`src/rtl/axis_burst_writer.sv`:
```
// AXI4 write master: turns a (start address, word count) command plus an
// AXI-Stream source into INCR bursts on AW/W/B, one burst outstanding.
module axis_burst_writer #(
  parameter int unsigned DATA_WIDTH    = 32,
  parameter int unsigned ADDR_WIDTH    = 16,
  parameter int unsigned STRB_WIDTH    = DATA_WIDTH / 8,
  parameter int unsigned ID_WIDTH      = 8,
  parameter int unsigned AXI_ID        = 0,
  parameter int unsigned MAX_BURST_LEN = 16,
  parameter int unsigned LEN_WIDTH     = 16
) (
  input  logic                  clk,
  input  logic                  rst,
  input  logic [ADDR_WIDTH-1:0] cmd_addr,
  input  logic [LEN_WIDTH-1:0]  cmd_len,
  input  logic                  cmd_valid,
  output logic                  cmd_ready,
  input  logic [DATA_WIDTH-1:0] s_axis_tdata,
  input  logic                  s_axis_tvalid,
  output logic                  s_axis_tready,
  output logic [ID_WIDTH-1:0]   m_axi_awid,
  output logic [ADDR_WIDTH-1:0] m_axi_awaddr,
  output logic [7:0]            m_axi_awlen,
  output logic [2:0]            m_axi_awsize,
  output logic [1:0]            m_axi_awburst,
  output logic                  m_axi_awvalid,
  input  logic                  m_axi_awready,
  output logic [DATA_WIDTH-1:0] m_axi_wdata,
  output logic [STRB_WIDTH-1:0] m_axi_wstrb,
  output logic                  m_axi_wlast,
  output logic                  m_axi_wvalid,
  input  logic                  m_axi_wready,
  input  logic [ID_WIDTH-1:0]   m_axi_bid,
  input  logic [1:0]            m_axi_bresp,
  input  logic                  m_axi_bvalid,
  output logic                  m_axi_bready,
  output logic                  busy,
  output logic                  done,
  output logic                  error
);

  localparam int unsigned SIZE_LOG2 = $clog2(STRB_WIDTH);
  localparam int unsigned PAGE_BITS = (ADDR_WIDTH < 12) ? ADDR_WIDTH : 12;
  localparam bit          HAS_PAGE  = (ADDR_WIDTH >= 12);
  localparam int unsigned BEAT_W    = 9;
  localparam logic [ADDR_WIDTH-1:0] ALIGN_MASK = ~ADDR_WIDTH'((1 << SIZE_LOG2) - 1);

  typedef enum logic [1:0] {ST_IDLE, ST_AW, ST_W, ST_B} state_t;

  state_t                state_q, state_d;
  logic [ADDR_WIDTH-1:0] addr_q, addr_d;
  logic [LEN_WIDTH-1:0]  remaining_q, remaining_d;
  logic [BEAT_W-1:0]     beats_q, beats_d;
  logic [BEAT_W-1:0]     beat_cnt_q, beat_cnt_d;
  logic [7:0]            awlen_q, awlen_d;
  logic                  err_acc_q, err_acc_d;
  logic                  awvalid_q, awvalid_d;
  logic                  wlast_q, wlast_d;
  logic                  bready_q, bready_d;
  logic                  busy_q, busy_d;
  logic                  done_q, done_d;
  logic                  error_q, error_d;
  logic                  cmd_ready_q, cmd_ready_d;
  logic                  w_fire;
  logic                  unused_bid;

  // Beats of the next burst: limited by words left, burst cap and 4KB page end.
  function automatic logic [BEAT_W-1:0] calc_beats(input logic [ADDR_WIDTH-1:0] a,
                                                   input logic [LEN_WIDTH-1:0]  rem);
    logic [31:0] n;
    logic [31:0] page_words;
    n          = 32'(rem);
    page_words = '0;
    if (n > 32'(MAX_BURST_LEN)) n = 32'(MAX_BURST_LEN);
    if (HAS_PAGE) begin
      page_words = (32'd4096 - 32'(a[PAGE_BITS-1:0])) >> SIZE_LOG2;
      if (n > page_words) n = page_words;
    end
    return BEAT_W'(n);
  endfunction

  assign w_fire     = (state_q == ST_W) && s_axis_tvalid && m_axi_wready;
  assign unused_bid = &{1'b0, m_axi_bid};

  // Next-state and registered-output decode.
  always_comb begin
    state_d     = state_q;
    addr_d      = addr_q;
    remaining_d = remaining_q;
    beats_d     = beats_q;
    beat_cnt_d  = beat_cnt_q;
    awlen_d     = awlen_q;
    err_acc_d   = err_acc_q;
    wlast_d     = wlast_q;
    done_d      = 1'b0;
    error_d     = 1'b0;

    case (state_q)
      ST_IDLE: begin
        if (cmd_valid && cmd_ready_q) begin
          addr_d      = cmd_addr & ALIGN_MASK;
          remaining_d = cmd_len;
          err_acc_d   = 1'b0;
          if (cmd_len == '0) begin
            done_d = 1'b1;
          end else begin
            state_d = ST_AW;
            beats_d = calc_beats(cmd_addr & ALIGN_MASK, cmd_len);
            awlen_d = 8'(beats_d - 9'd1);
          end
        end
      end
      ST_AW: begin
        if (m_axi_awready) begin
          state_d    = ST_W;
          beat_cnt_d = beats_q;
          wlast_d    = (beats_q == 9'd1);
        end
      end
      ST_W: begin
        if (w_fire) begin
          beat_cnt_d = beat_cnt_q - 9'd1;
          wlast_d    = (beat_cnt_q == 9'd2);
          if (beat_cnt_q == 9'd1) begin
            addr_d      = addr_q + ADDR_WIDTH'(32'(beats_q) << SIZE_LOG2);
            remaining_d = remaining_q - LEN_WIDTH'(beats_q);
            wlast_d     = 1'b0;
            state_d     = ST_B;
          end
        end
      end
      ST_B: begin
        if (m_axi_bvalid) begin
          err_acc_d = err_acc_q | (m_axi_bresp != 2'b00);
          if (remaining_q != '0) begin
            state_d = ST_AW;
            beats_d = calc_beats(addr_q, remaining_q);
            awlen_d = 8'(beats_d - 9'd1);
          end else begin
            state_d = ST_IDLE;
            done_d  = 1'b1;
            error_d = err_acc_d;
          end
        end
      end
      default: state_d = ST_IDLE;
    endcase

    awvalid_d   = (state_d == ST_AW);
    bready_d    = (state_d == ST_B);
    cmd_ready_d = (state_d == ST_IDLE);
    // Leaving B is always the done cycle, which still counts as busy.
    busy_d      = (state_d != ST_IDLE) || (state_q == ST_B);
  end

  // State and output registers.
  always_ff @(posedge clk or negedge rst) begin
    if (!rst) begin
      state_q     <= ST_IDLE;
      addr_q      <= '0;
      remaining_q <= '0;
      beats_q     <= '0;
      beat_cnt_q  <= '0;
      awlen_q     <= '0;
      err_acc_q   <= 1'b0;
      awvalid_q   <= 1'b0;
      wlast_q     <= 1'b0;
      bready_q    <= 1'b0;
      busy_q      <= 1'b0;
      done_q      <= 1'b0;
      error_q     <= 1'b0;
      cmd_ready_q <= 1'b0;
    end else begin
      state_q     <= state_d;
      addr_q      <= addr_d;
      remaining_q <= remaining_d;
      beats_q     <= beats_d;
      beat_cnt_q  <= beat_cnt_d;
      awlen_q     <= awlen_d;
      err_acc_q   <= err_acc_d;
      awvalid_q   <= awvalid_d;
      wlast_q     <= wlast_d;
      bready_q    <= bready_d;
      busy_q      <= busy_d;
      done_q      <= done_d;
      error_q     <= error_d;
      cmd_ready_q <= cmd_ready_d;
    end
  end

  assign cmd_ready     = cmd_ready_q;
  assign m_axi_awid    = ID_WIDTH'(AXI_ID);
  assign m_axi_awaddr  = addr_q;
  assign m_axi_awlen   = awlen_q;
  assign m_axi_awsize  = 3'(SIZE_LOG2);
  assign m_axi_awburst = 2'b01;
  assign m_axi_awvalid = awvalid_q;
  assign m_axi_wdata   = s_axis_tdata;
  assign m_axi_wstrb   = '1;
  assign m_axi_wlast   = wlast_q;
  // Stream and W channel are wired straight through while a burst is open.
  assign m_axi_wvalid  = (state_q == ST_W) && s_axis_tvalid;
  assign s_axis_tready = (state_q == ST_W) && m_axi_wready;
  assign m_axi_bready  = bready_q;
  assign busy          = busy_q;
  assign done          = done_q;
  assign error         = error_q;

endmodule

```
`config.mk`:
```
export PLATFORM = sky130hd
export DESIGN_NAME = axis_burst_writer
export DESIGN_NICKNAME = d
export VERILOG_FILES = /design/src/rtl/axis_burst_writer.sv
export SDC_FILE = /design/constraint.sdc
export NUM_CORES = 1
export LEC_CHECK = 0
export ABC_AREA = 1
export BUFFER_PORTS_ARGS = -buffer_cell sky130_fd_sc_hd__buf_2
export CORE_MARGIN = 5
export CORE_UTILIZATION = 40
export CTS_CLUSTER_DIAMETER = 30
export DETAILED_ROUTE_END_ITERATION = 12
export MAX_ROUTING_LAYER = met4
export PLACE_DENSITY = 0.65
export SYNTH_ARGS = -nofsm -noshare
export SYNTH_HDL_FRONTEND = slang
export SYNTH_SLANG_ARGS = --single-unit
```
`constraint.sdc`:
```
create_clock -name clk -period 6 [get_ports clk]
set_input_delay 0.3 -clock clk [delete_from_list [all_inputs] [get_ports clk]]
set_output_delay 0.3 -clock clk [all_outputs]
set_load 0.1 [all_outputs]
```
==> tab_implementation.tex, run 1 <==
\begin{tabular}{lr}
\hline
Metric & Value \\
\hline
\multicolumn{2}{l}{\textbf{Logic synthesis}} \\
Yosys top cell area share & between 20 and 30\% \\
Number of instances in the synthesized netlist & 858 \\
Part of the Yosys area used for sequential elements & approximately 28\% \\
Count of state elements after synthesis & between 60 and 70 \\
Netlist area before placement & a little under 6000 um2 \\
Mean instance size in the synthesized netlist & roughly 7.0 um2 \\
Most area-consuming cells after synthesis & sky130\_fd\_sc\_hd\_\_dfrtp\_1, sky130\_fd\_sc\_hd\_\_ha\_1, sky130\_fd\_sc\_hd\_\_nand2\_1, sky130\_fd\_sc\_hd\_\_inv\_1, sky130\_fd\_sc\_hd\_\_buf\_4 \\
Synth cell count leaders & sky130\_fd\_sc\_hd\_\_nand2\_1, sky130\_fd\_sc\_hd\_\_inv\_1, sky130\_fd\_sc\_hd\_\_nor2\_1 \\
Number of distinct library cells after synthesis & 42 \\
Commonest register cell after synthesis & sky130\_fd\_sc\_hd\_\_dfrtp\_1 \\
Count of flip-flops with a built-in enable after synthesis & 0 \\
Yosys warning count & 0 \\
Most numerous cell in the Yosys netlist & sky130\_fd\_sc\_hd\_\_nand2\_1 \\
Synth async-reset ratio & 100.0\% \\
Top cell type by total area after synthesis & sky130\_fd\_sc\_hd\_\_dfrtp\_1 \\
\multicolumn{2}{l}{\textbf{Finish}} \\
Nets & between 1k and 1.5k \\
Fraction of layout cells with a size suffix above 1 & 11.70\% \\
Area Growth Syn to Fin & 9.333\% \\
Area occupied by registers & 1652 um2 \\
Area occupied by multi-input gates & between 3000 and 4000 um2 \\
Antenna Cells & 0 \\
Total of fill cells in the finished design & 1517 \\
\multicolumn{2}{l}{\textbf{Floorplanning}} \\
Core footprint & roughly 15000 um2 \\
Die area & roughly 17000 um2 \\
Die outline height & 132.1 um \\
I/O pins & between 150 and 200 \\
Standard-cell rows & 44 \\
Die width & approximately 130 um \\
Starting utilization of the core area & $\sim$41\% \\
\multicolumn{2}{l}{\textbf{Setup path}} \\
Cells traversed along the worst timing path & inv\_1 > ha\_1 > buf\_4 > nand2\_1 > inv\_1 > nand2\_1 > nand2\_1 > o21ai\_0 > nor3\_4 > inv\_2 > a21oi\_1 > o21ai\_0 > o21ai\_0 \\
Sort of element at the end of the critical path & register \\
Data arrival time of the critical path & 3.81 ns \\
Worst-path maximum fanout & 50 \\
Cell at the slowest stage of the critical path & sky130\_fd\_sc\_hd\_\_nor3\_4 \\
Type of origin of the critical path & register \\
Crit path required time & approximately 6.3 ns \\
Crit path kind & register to register \\
Critical Path Max Stage Delay & approximately 0.86 ns \\
\multicolumn{2}{l}{\textbf{Power and ir drop}} \\
Net switching share of the total power & 58.17\% \\
Reg power frac & between 20 and 25\% \\
Pwr Density & approximately 670 nW/um2 \\
Reported net switching power & 2.528 mW \\
Internal power & approximately 1.8 mW \\
Leakage Power & 3.414 nW \\
Max rail drop VDD & around 0.35 mV \\
Clock power share & approximately 13\% \\
Logic pwr share & between 60\% and 70\% \\
\multicolumn{2}{l}{\textbf{Timing}} \\
Final Max Slew Viols & 0 \\
Count of final setup violators & 0 \\
Setup repair after global routing missed its margin & no \\
Highest achievable clock rate & 281.8 MHz \\
Endpoints failing hold & 0 \\
Slew at the pin closest to its max-slew limit & just over 1 ns \\
Setup TNS Final & 0 ns \\
Minimum period implied by the final worst setup slack & between 3 and 4 ns \\
Remaining max-slew budget at the tightest pin & $\sim$31\% \\
Post-route worst setup slack & 2.452 ns \\
Fraction of the cycle the final worst path needs & about three fifths \\
Fin Hold WS & between 0.1 and 0.15 ns \\
Fin Clk Skew & 0.009718 ns \\
\multicolumn{2}{l}{\textbf{Clock tree}} \\
Inserted Clock Buffers & 9 \\
H-tree depth & 3 \\
Resized Gates After CTS & 0 \\
Buffer cell driving the clock tree root & sky130\_fd\_sc\_hd\_\_clkbuf\_16 \\
Bufs on Longest Clock Path & 2 \\
Clock transition at path regs & 0.06 ns \\
Clock tree from TritonCTS & done \\
Source-to-sink clock delay at the later pin of the worst-skew pair & between 0.3 and 0.4 ns \\
Number of hold buffers added after cts & 0 \\
Clock net sink count & 66 \\
Post-CTS Setup Inserts & 0 \\
\multicolumn{2}{l}{\textbf{Detailed routing}} \\
Number of antenna-violating nets in the routed design & 0 \\
Via count & 5460 \\
Detailed-router iteration count before antenna repair & 5 \\
Routed wirelength normalized by instance count & about 14 um \\
Final Routed Wirelength & between 15000 and 20000 um \\
Detailed-route DRC error count & 0 \\
Via density per instance & $\sim$5 \\
Number of violations reported at the end of detailed-routing iteration 0 & 370 \\
\multicolumn{2}{l}{\textbf{Placed design}} \\
Number of port buffers & 69 \\
GPL Wtd Cong & $\sim$0.88 \\
Minimum setup slack after placement & around 2.5 ns \\
Hpwl dp & 11910 um \\
\multicolumn{2}{l}{\textbf{Global routing}} \\
Via count of the first global-routing pass & around 5.2k \\
Largest net degree at the start of global routing & between 60 and 70 \\
Total gr overflow & 0 \\
Antenna violations before repair & 0 \\
Global-route wire length before repair & roughly 26000 um \\
Total global-route track usage & 18.78\% \\
\multicolumn{2}{l}{\textbf{Run status}} \\
Outcome & finished, final reports clean \\
\multicolumn{2}{l}{\textbf{Hold path}} \\
Hold Path Class & input port to asynchronous set/reset pin \\
\multicolumn{2}{l}{\textbf{Job}} \\
Number of maximum-capacitance constraint violations & 0 \\
\hline
\end{tabular}
==> layout make-up <==
| type | instances | share of cell area (%) |
|---|---|---|
| multi-input cells | 629 | 53.62 |
| flip-flops and latches | 66 | 25.32 |
| inverters | 122 | 7.021 |
| repair buffers | 73 | 5.755 |
| well taps | 184 | 3.530 |
| clock buffers | 9 | 3.453 |
| clock inverters | 7 | 1.304 |
==> path summary, 6_finish.rpt <==
kind                         startpoint  slack, ns  cells past startpoint               end
setup / recovery             state_q[0]       2.45                     13    remaining_q[4]
hold / removal                      rst       0.13                      2     beat_cnt_q[7]
setup reg to reg             state_q[0]       2.45                     13    remaining_q[4]
hold reg to reg               err_acc_q       0.49                      2         err_acc_q
max in group asynchronous           rst       5.26                      2  m_axi_awaddr[12]
min in group clk           cmd_addr[12]       0.20                      3  m_axi_awaddr[12]
==> through the flow <==
stage | utilization [%] | instances | cell area, um2 | total power, mW
global route | 44.71 | 1090 | 6523 | 4.744
detailed placement | 42.58 | 1074 | 6212 | 3.772
finish | 44.71 | 1090 | 6523 | 4.346
CTS | 44.71 | 1090 | 6523 | 4.357
global placement | 42.58 | 1074 | 6212 | 3.747
floorplan | - | 887 | 6075 | 3.305
==> state kept, by name, indices dropped and copies added, names as in the netlist <==
signal and cells:
beat_cnt_q 9, beats_q 9, busy 1, cmd_ready 1
done 1, err_acc_q 1, error 1, m_axi_awaddr 14
m_axi_awlen 8, m_axi_awvalid 1, m_axi_bready 1, m_axi_wlast 1
remaining_q 16, state_q 2
==> worst max-delay path, delay by kind of cell (launching register included) <==
family	cells	cell delay [ns]
AOI/OAI and AO/OA	4	0.66
adders and majority gates	1	0.17
buffers and inverters	4	1.10
DFF	1	0.41
and+or+nand+nor	4	1.08
==> power by group through the flow <==
| stage | Combinational [mW] | Sequential, mW | Clock, mW |
|---|---|---|---|
| after floorplan | 1.86 | 1.44 | 0 |
| after global routing | 3.25 | 0.903 | 0.592 |
| after CTS | 2.91 | 0.874 | 0.569 |
| final | 2.91 | 0.874 | 0.558 |
| after detailed placement | 2.89 | 0.878 | 0 |
| after global placement | 2.87 | 0.874 | 0 |
==> per-layer routing <==
metal,track usage (%),up-vias,share of wire [%]
met5,-,-,0
met4,6.171,0,2.2
met3,3.397,20,4.9
met2,28.92,133,45
met1,25.01,2488,48
li1,-,2819,-
==> cells in the final DEF (no fill, tap or decap), types with 3 or more instances in the layout <==
master / count
sky130_fd_sc_hd__a21oi_1: 49
sky130_fd_sc_hd__nand3_1: 56
sky130_fd_sc_hd__clkbuf_16: 9
sky130_fd_sc_hd__nor3_1: 12
sky130_fd_sc_hd__xor2_1: 24
sky130_fd_sc_hd__buf_2: 69
sky130_fd_sc_hd__ha_1: 52
sky130_fd_sc_hd__conb_1: 31
sky130_fd_sc_hd__dfrtp_1: 66
sky130_fd_sc_hd__o21a_1: 5
sky130_fd_sc_hd__buf_4: 4
sky130_fd_sc_hd__nand2_1: 168
sky130_fd_sc_hd__a22o_1: 3
sky130_fd_sc_hd__inv_1: 120
sky130_fd_sc_hd__xnor2_1: 4
sky130_fd_sc_hd__a31oi_1: 3
sky130_fd_sc_hd__nor2_1: 80
sky130_fd_sc_hd__nor2_2: 4
sky130_fd_sc_hd__or2_2: 4
sky130_fd_sc_hd__inv_6: 3
sky130_fd_sc_hd__o22ai_1: 8
sky130_fd_sc_hd__o21ai_0: 69
sky130_fd_sc_hd__o21ai_1: 7
sky130_fd_sc_hd__nand4_1: 10
sky130_fd_sc_hd__a21o_1: 4
sky130_fd_sc_hd__and3_1: 3
sky130_fd_sc_hd__o211ai_1: 15
==> logic make-up (layout without fill, tap and decap cells) <==
logic type | Yosys count | after routing | synth area share (%)
AOI/OAI and AO/OA | 171 | 171 | 16.23
xor gates and xnor gates | 28 | 28 | 4.111
adders and majority gates | 54 | 54 | 11.58
buffers and inverters | 192 | 211 | 15.52
DFF | 66 | 66 | 27.68
other | 2 | 31 | 0.1259
and+or+nand+nor | 345 | 345 | 24.75
(Power assumes the default switching activity.)
==> run 2, diff against run 1 <==
==> constraint.sdc (replaced) <==
create_clock -name clk -period 3.44 [get_ports clk]
set_input_delay 0.172 -clock clk [delete_from_list [all_inputs] [get_ports clk]]
set_output_delay 0.172 -clock clk [all_outputs]
set_load 0.1 [all_outputs]
==> tab_implementation.tex, run 2 (synthesis results as in run 1) <==
\begin{tabular}{lr}
\hline
Metric & Value \\
\hline
\multicolumn{2}{l}{\textbf{Run status}} \\
Outcome & finished, final reports clean \\
\multicolumn{2}{l}{\textbf{Placed design}} \\
Number of port buffers & 69 \\
Hpwl dp & roughly 12000 um \\
GPL Wtd Cong & 0.9382 \\
\multicolumn{2}{l}{\textbf{Finish}} \\
Fraction of layout cells with a size suffix above 1 & between 10\% and 20\% \\
Nets & between 1k and 1.5k \\
Flip-flop count of the largest register after layout & 16 \\
Most flops, register & remaining\_q \\
Total of fill cells in the finished design & around 1.5k \\
Commonest cells after routing, fill and taps aside & sky130\_fd\_sc\_hd\_\_nand2\_1, sky130\_fd\_sc\_hd\_\_inv\_1, sky130\_fd\_sc\_hd\_\_nor2\_1 \\
Final cell utilization of the core & between 40 and 50\% \\
Antenna Cells & 0 \\
Area Growth Syn to Fin & 12.86\% \\
Most frequent standard cell in the layout excluding fill and tap cells & sky130\_fd\_sc\_hd\_\_nand2\_1 \\
\multicolumn{2}{l}{\textbf{Setup path}} \\
Number of cells on the worst reg-to-reg path & 22 \\
Type of origin of the critical path & register \\
Crit path kind & register to register \\
Crit path required time & around 3.7 ns \\
Worst-path maximum fanout & 6 \\
Data arrival time of the critical path & around 3.4 ns \\
Sort of element at the end of the critical path & register \\
\multicolumn{2}{l}{\textbf{Clock tree}} \\
Source-to-sink clock delay at the later pin of the worst-skew pair & between 0.3 and 0.4 ns \\
Bufs on Longest Clock Path & 2 \\
Clock tree from TritonCTS & done \\
H-tree depth & 3 \\
Clock transition at path regs & approximately 0.060 ns \\
Inserted Clock Buffers & 9 \\
Buffer cell driving the clock tree root & sky130\_fd\_sc\_hd\_\_clkbuf\_16 \\
Clock net sink count & 66 \\
\multicolumn{2}{l}{\textbf{Floorplanning}} \\
Starting utilization of the core area & between 40 and 50\% \\
I/O pins & 163 \\
Core footprint & approximately 15000 um2 \\
Die area & approximately 17000 um2 \\
Die width & $\sim$130 um \\
Die outline height & around 130 um \\
Standard-cell rows & between 40 and 50 \\
\multicolumn{2}{l}{\textbf{Timing}} \\
Minimum period implied by the final worst setup slack & between 3 and 4 ns \\
Slew at the pin closest to its max-slew limit & around 0.52 ns \\
Count of final setup violators & 0 \\
Highest achievable clock rate & around 320 MHz \\
Endpoints failing hold & 0 \\
Final Max Slew Viols & 0 \\
Fraction of the cycle the final worst path needs & 91.62\% \\
Remaining max-slew budget at the tightest pin & 65.68\% \\
Fin Clk Skew & just over 0.006 ns \\
\multicolumn{2}{l}{\textbf{Detailed routing}} \\
Via density per instance & approximately 5 \\
Routed wirelength normalized by instance count & around 14 um \\
Number of antenna-violating nets in the routed design & 0 \\
Final Routed Wirelength & around 16000 um \\
Detailed-router iteration count before antenna repair & 5 \\
Number of violations reported at the end of detailed-routing iteration 0 & between 300 and 400 \\
Via count & 5540 \\
Detailed-route DRC error count & 0 \\
\multicolumn{2}{l}{\textbf{Global routing}} \\
Total gr overflow & 0 \\
Largest net degree at the start of global routing & between 40 and 50 \\
GR Util met2 & 29.76\% \\
Busiest grt layer & met2 \\
Antenna violations before repair & 0 \\
Global-route wire length before repair & roughly 26000 um \\
Total global-route track usage & a little under a fifth \\
Global routing usage on met3 & 3.321\% \\
Via count of the first global-routing pass & $\sim$5.3k \\
GRT met1 Usage & $\sim$25\% \\
\multicolumn{2}{l}{\textbf{Job}} \\
Number of maximum-capacitance constraint violations & 0 \\
\multicolumn{2}{l}{\textbf{Power and ir drop}} \\
Leakage Power & roughly 3.5 nW \\
Pwr Density & between 1000 and 1500 nW/um2 \\
Total power consumption of the routed design & slightly below 8 mW \\
Max rail drop VDD & 0.5747 mV \\
\multicolumn{2}{l}{\textbf{Hold path}} \\
Hold Path Class & input port to register \\
Number of stages on the worst hold path & 3 \\
\hline
\end{tabular}
[run 2: cell count changes in the layout (fill, tap and decap cells not counted), sizes merged]
cell,before,now
nand2,170,171
bufinv,1,2
dlygate4sd3,0,1
clkinvlp,0,2
buf,73,88
inv,126,122
[run 2: metal layers]
layer / vias up / share of wire (%)
met5: - / 0
met4: 0 / 1.7
met2: 120 / 47
li1: 2855 / -
met1: 2542 / 47
met3: 23 / 4.2
[run 2: metrics by stage]
step	setup TNS, ns	instances	hold WS, ns	setup WS [ns]	cell area, um2
2_1_floorplan	0	887	-0.1236	0.1026	6078
3_3_place_gp	0	1084	0.08101	0.1456	6291
3_5_place_dp	0	1084	0.07661	0.1112	6291
4_1_cts	0	1100	0.07757	0.1113	6619
5_1_grt	-0.06441	1106	0.1005	-0.03198	6733
6_report	0	1106	0.07890	0.2882	6733
[run 2: path summary, 6_finish.rpt]
kind / start / end / slack (ns)
worst min-delay path: cmd_addr[13] / m_axi_awaddr[13] / 0.08
max in group asynchronous: rst / m_axi_awaddr[4] / 2.48
worst max register to register: m_axi_awaddr[4] / m_axi_awlen[4] / 0.29
worst max-delay path: m_axi_awaddr[4] / m_axi_awlen[4] / 0.29
worst min register to register: m_axi_awlen[0] / m_axi_awlen[0] / 0.48
min in group asynchronous: rst / remaining_q[7] / 0.25
[run 2: repair_timing]
action	CTS	global route
hold endpoints to repair	10	0
setup buffers	0	5
endpoints found under the setup margin	0	7
hold buffers	1	0
resized for setup	0	16
[run 2: layout make-up]
cell class	count	area (um2)	area share, %
Timing Repair Buffer	89	498.0	7.396
Multi-Input combinational cell	630	3572	53.06
Clock inverter	6	92.59	1.375
Clock buffer	9	225.2	3.345
Sequential cell	66	1657	24.61
Inverter	122	457.9	6.802
Tap cell	184	230.2	3.419
[run 2: critical path, cell delays in order, from the launching register on]
cell,delay (ns)
sky130_fd_sc_hd__dfrtp_2,0.45
sky130_fd_sc_hd__inv_1,0.08
sky130_fd_sc_hd__nand3_1,0.09
sky130_fd_sc_hd__nor2_1,0.13
sky130_fd_sc_hd__nand2_1,0.14
sky130_fd_sc_hd__nor3_4,0.19
sky130_fd_sc_hd__nand3_1,0.11
sky130_fd_sc_hd__xor2_1,0.16
sky130_fd_sc_hd__ha_1,0.29
sky130_fd_sc_hd__and3_1,0.21
sky130_fd_sc_hd__nand2_1,0.13
sky130_fd_sc_hd__nand2_4,0.09
sky130_fd_sc_hd__nand2_4,0.10
sky130_fd_sc_hd__inv_1,0.05
sky130_fd_sc_hd__nand2_1,0.05
sky130_fd_sc_hd__nand3_1,0.08
sky130_fd_sc_hd__nand2_2,0.10
sky130_fd_sc_hd__inv_1,0.05
sky130_fd_sc_hd__ha_1,0.22
sky130_fd_sc_hd__nand2_1,0.09
sky130_fd_sc_hd__nand2_1,0.06
sky130_fd_sc_hd__nand3_1,0.07
sky130_fd_sc_hd__o21ai_0,0.08
[run 2: power breakdown]
group	switching (mW)	internal (mW)	leakage, nW
clock	0.371	0.632	0.148
sequential	0.357	1.17	0.803
combinational	3.72	1.51	2.54
total	4.44	3.31	3.49
==> run 3, diff against run 2 <==
--- a/config.mk
+++ b/config.mk
@@ -7,6 +7,7 @@
 export LEC_CHECK = 0
 export ABC_AREA = 1
 export BUFFER_PORTS_ARGS = -buffer_cell sky130_fd_sc_hd__buf_2
+export CORE_ASPECT_RATIO = 2
 export CORE_MARGIN = 5
 export CORE_UTILIZATION = 40
 export CTS_CLUSTER_DIAMETER = 30
==> constraint.sdc (replaced) <==
create_clock -name clk -period 3.5 [get_ports clk]
set_input_delay 0.175 -clock clk [delete_from_list [all_inputs] [get_ports clk]]
set_output_delay 0.175 -clock clk [all_outputs]
set_load 0.1 [all_outputs]
==> tab_implementation.tex, run 3 (synthesis results as in run 1) <==
\begin{tabular}{lr}
\hline
Metric & Value \\
\hline
\multicolumn{2}{l}{\textbf{Hold path}} \\
Hold Path Class & input port to register \\
Number of stages on the worst hold path & 3 \\
\multicolumn{2}{l}{\textbf{Floorplanning}} \\
Standard-cell rows & 63 \\
Core footprint & 14740 um2 \\
Starting utilization of the core area & 40.47\% \\
I/O pins & about 160 \\
Die outline height & $\sim$180 um \\
Die width & 96.36 um \\
Die area & between 15000 and 20000 um2 \\
\multicolumn{2}{l}{\textbf{Finish}} \\
Final standard cell area without fillers & approximately 6600 um2 \\
Nets & between 1k and 1.5k \\
Flip-flop count of the largest register after layout & 16 \\
Antenna Cells & 0 \\
Most frequent standard cell in the layout excluding fill and tap cells & sky130\_fd\_sc\_hd\_\_nand2\_1 \\
Most flops, register & remaining\_q \\
Commonest cells after routing, fill and taps aside & sky130\_fd\_sc\_hd\_\_nand2\_1, sky130\_fd\_sc\_hd\_\_inv\_1, sky130\_fd\_sc\_hd\_\_nor2\_1 \\
Area Growth Syn to Fin & 11.43\% \\
Fraction of layout cells with a size suffix above 1 & 13.91\% \\
\multicolumn{2}{l}{\textbf{Power and ir drop}} \\
Reg power frac & roughly a fifth \\
Leakage Power & around 3.5 nW \\
Clock power share & 11.7\% \\
Pwr Density & 1130 nW/um2 \\
Reported net switching power & approximately 4.4 mW \\
Total power consumption of the routed design & around 7.5 mW \\
Max rail drop VDD & around 0.54 mV \\
Internal power & approximately 3.1 mW \\
Net switching share of the total power & between 50\% and 60\% \\
Logic pwr share & between 60\% and 70\% \\
\multicolumn{2}{l}{\textbf{Timing}} \\
Fin Hold WS & approximately 0.085 ns \\
Final Max Slew Viols & 0 \\
Slew at the pin closest to its max-slew limit & 0.8067 ns \\
Fraction of the cycle the final worst path needs & roughly nine tenths \\
Count of final setup violators & 0 \\
Remaining max-slew budget at the tightest pin & a little under half \\
Endpoints failing hold & 0 \\
Fin Clk Skew & between 0.009 and 0.01 ns \\
Highest achievable clock rate & 312.2 MHz \\
Minimum period implied by the final worst setup slack & about 3.2 ns \\
Setup TNS Final & 0 ns \\
\multicolumn{2}{l}{\textbf{Detailed routing}} \\
Detailed-route DRC error count & 0 \\
Via density per instance & about 5.0 \\
Detailed-router iteration count before antenna repair & 5 \\
Routed wirelength normalized by instance count & 14.90 um \\
Top sig layer & met4 \\
Via count & about 5.6k \\
Number of violations reported at the end of detailed-routing iteration 0 & around 280 \\
Number of antenna-violating nets in the routed design & 0 \\
Final Routed Wirelength & $\sim$17000 um \\
Routed met3 length & between 700 and 800 um \\
Routed wl met2 & between 9000 and 10000 um \\
Routed met1 length & 5930 um \\
\multicolumn{2}{l}{\textbf{Global routing}} \\
Total global-route track usage & between 20\% and 30\% \\
Largest net degree at the start of global routing & 45 \\
Antenna violations before repair & 0 \\
Global-route wire length before repair & about 26000 um \\
Via count of the first global-routing pass & between 5k and 6k \\
Total gr overflow & 0 \\
\multicolumn{2}{l}{\textbf{Clock tree}} \\
Buffer cell driving the clock tree root & sky130\_fd\_sc\_hd\_\_clkbuf\_16 \\
Bufs on Longest Clock Path & 2 \\
Clock tree from TritonCTS & done \\
Clock net sink count & 66 \\
Source-to-sink clock delay at the later pin of the worst-skew pair & 0.35 ns \\
Inserted Clock Buffers & 9 \\
Clock transition at path regs & 0.06 ns \\
H-tree depth & 3 \\
\multicolumn{2}{l}{\textbf{Setup path}} \\
Type of origin of the critical path & register \\
Crit path required time & approximately 3.7 ns \\
Data arrival time of the critical path & 3.44 ns \\
Worst-path maximum fanout & 9 \\
Crit path kind & register to register \\
Number of cells on the worst reg-to-reg path & 24 \\
Sort of element at the end of the critical path & register \\
\multicolumn{2}{l}{\textbf{Placed design}} \\
Number of port buffers & 69 \\
Hpwl dp & approximately 13000 um \\
Post-place instance area & around 6300 um2 \\
GPL Wtd Cong & approximately 0.92 \\
\multicolumn{2}{l}{\textbf{Job}} \\
Number of maximum-capacitance constraint violations & 0 \\
\multicolumn{2}{l}{\textbf{Run status}} \\
Outcome & finished, final reports clean \\
\hline
\end{tabular}
## run 3: per-layer routing
metal / GRT usage, % / vias up
li1: - / 2846
met1: 19.80 / 2562
met2: 36.33 / 142
met3: 2.764 / 44
met4: 11.35 / 0
met5: - / -
## run 3: final timing paths
check                           slack, ns            from               to
max in group asynchronous            2.23             rst       state_q[0]
worst min-delay path                 0.09  m_axi_bresp[0]            error
min in group asynchronous            0.44             rst  m_axi_awaddr[8]
worst max-delay path                 0.30  remaining_q[9]   m_axi_awlen[2]
worst min register to register       0.49  m_axi_awlen[1]   m_axi_awlen[1]
worst max register to register       0.30  remaining_q[9]   m_axi_awlen[2]
## run 3: cell type report
| cell class | count | area (um2) |
|---|---|---|
| clock buffer | 10 | 239.0 |
| clock inverter | 6 | 47.55 |
| fill | 1577 | 8093 |
| inverter | 122 | 457.9 |
| multi-input combinational | 629 | 3522 |
| sequential | 66 | 1654 |
| tap | 195 | 244.0 |
| timing repair buffer | 87 | 483.0 |
## run 3: timing repair
item / in CTS / in global routing
resized for setup: 0 / 8
hold buffers: 1 / 0
endpoints found under the setup margin: 0 / 4
setup buffers: 0 / 2
endpoints found under the hold margin: 29 / 0
## run 3: worst max-delay path, stage by stage, from the launching register on
cell	delay (ns)
sky130_fd_sc_hd__dfrtp_1	0.43
sky130_fd_sc_hd__nor2_2	0.14
sky130_fd_sc_hd__nand3_1	0.11
sky130_fd_sc_hd__nor2_2	0.16
sky130_fd_sc_hd__nand4_1	0.23
sky130_fd_sc_hd__nor2_2	0.20
sky130_fd_sc_hd__ha_1	0.26
sky130_fd_sc_hd__nand2_1	0.09
sky130_fd_sc_hd__inv_1	0.04
sky130_fd_sc_hd__nand2_1	0.05
sky130_fd_sc_hd__nand2_1	0.06
sky130_fd_sc_hd__nand2_1	0.06
sky130_fd_sc_hd__nand2_1	0.04
sky130_fd_sc_hd__nand2_1	0.06
sky130_fd_sc_hd__nand2_2	0.09
sky130_fd_sc_hd__nand2_4	0.12
sky130_fd_sc_hd__inv_1	0.07
sky130_fd_sc_hd__nand2_1	0.05
sky130_fd_sc_hd__nand3_1	0.06
sky130_fd_sc_hd__nand2_1	0.16
sky130_fd_sc_hd__inv_1	0.06
sky130_fd_sc_hd__ha_1	0.22
sky130_fd_sc_hd__nand2_1	0.09
sky130_fd_sc_hd__nand2_1	0.07
sky130_fd_sc_hd__o22a_1	0.16
## run 3: metrics by stage
| step | cells | setup slack, ns | utilization [%] |
|---|---|---|---|
| 6_report | 1115 | 0.2967 | 45.10 |
| 2_1_floorplan | 887 | 0.02967 | - |
| 5_1_grt | 1115 | -0.01295 | 45.10 |
| 4_1_cts | 1113 | 0.1689 | 44.83 |
| 3_5_place_dp | 1096 | 0.1326 | 42.81 |
| 3_3_place_gp | 1096 | 0.1826 | 42.81 |
## run 3: power by group through the flow
| stage | combinational, mW | sequential (mW) | clock (mW) |
|---|---|---|---|
| floorplan | 3.19 | 2.48 | 0 |
| global placement | 5.04 | 1.50 | 0 |
| detailed placement | 5.09 | 1.51 | 0 |
| CTS | 5.12 | 1.50 | 0.900 |
| global route | 5.68 | 1.55 | 0.930 |
| finish | 5.13 | 1.51 | 0.881 |
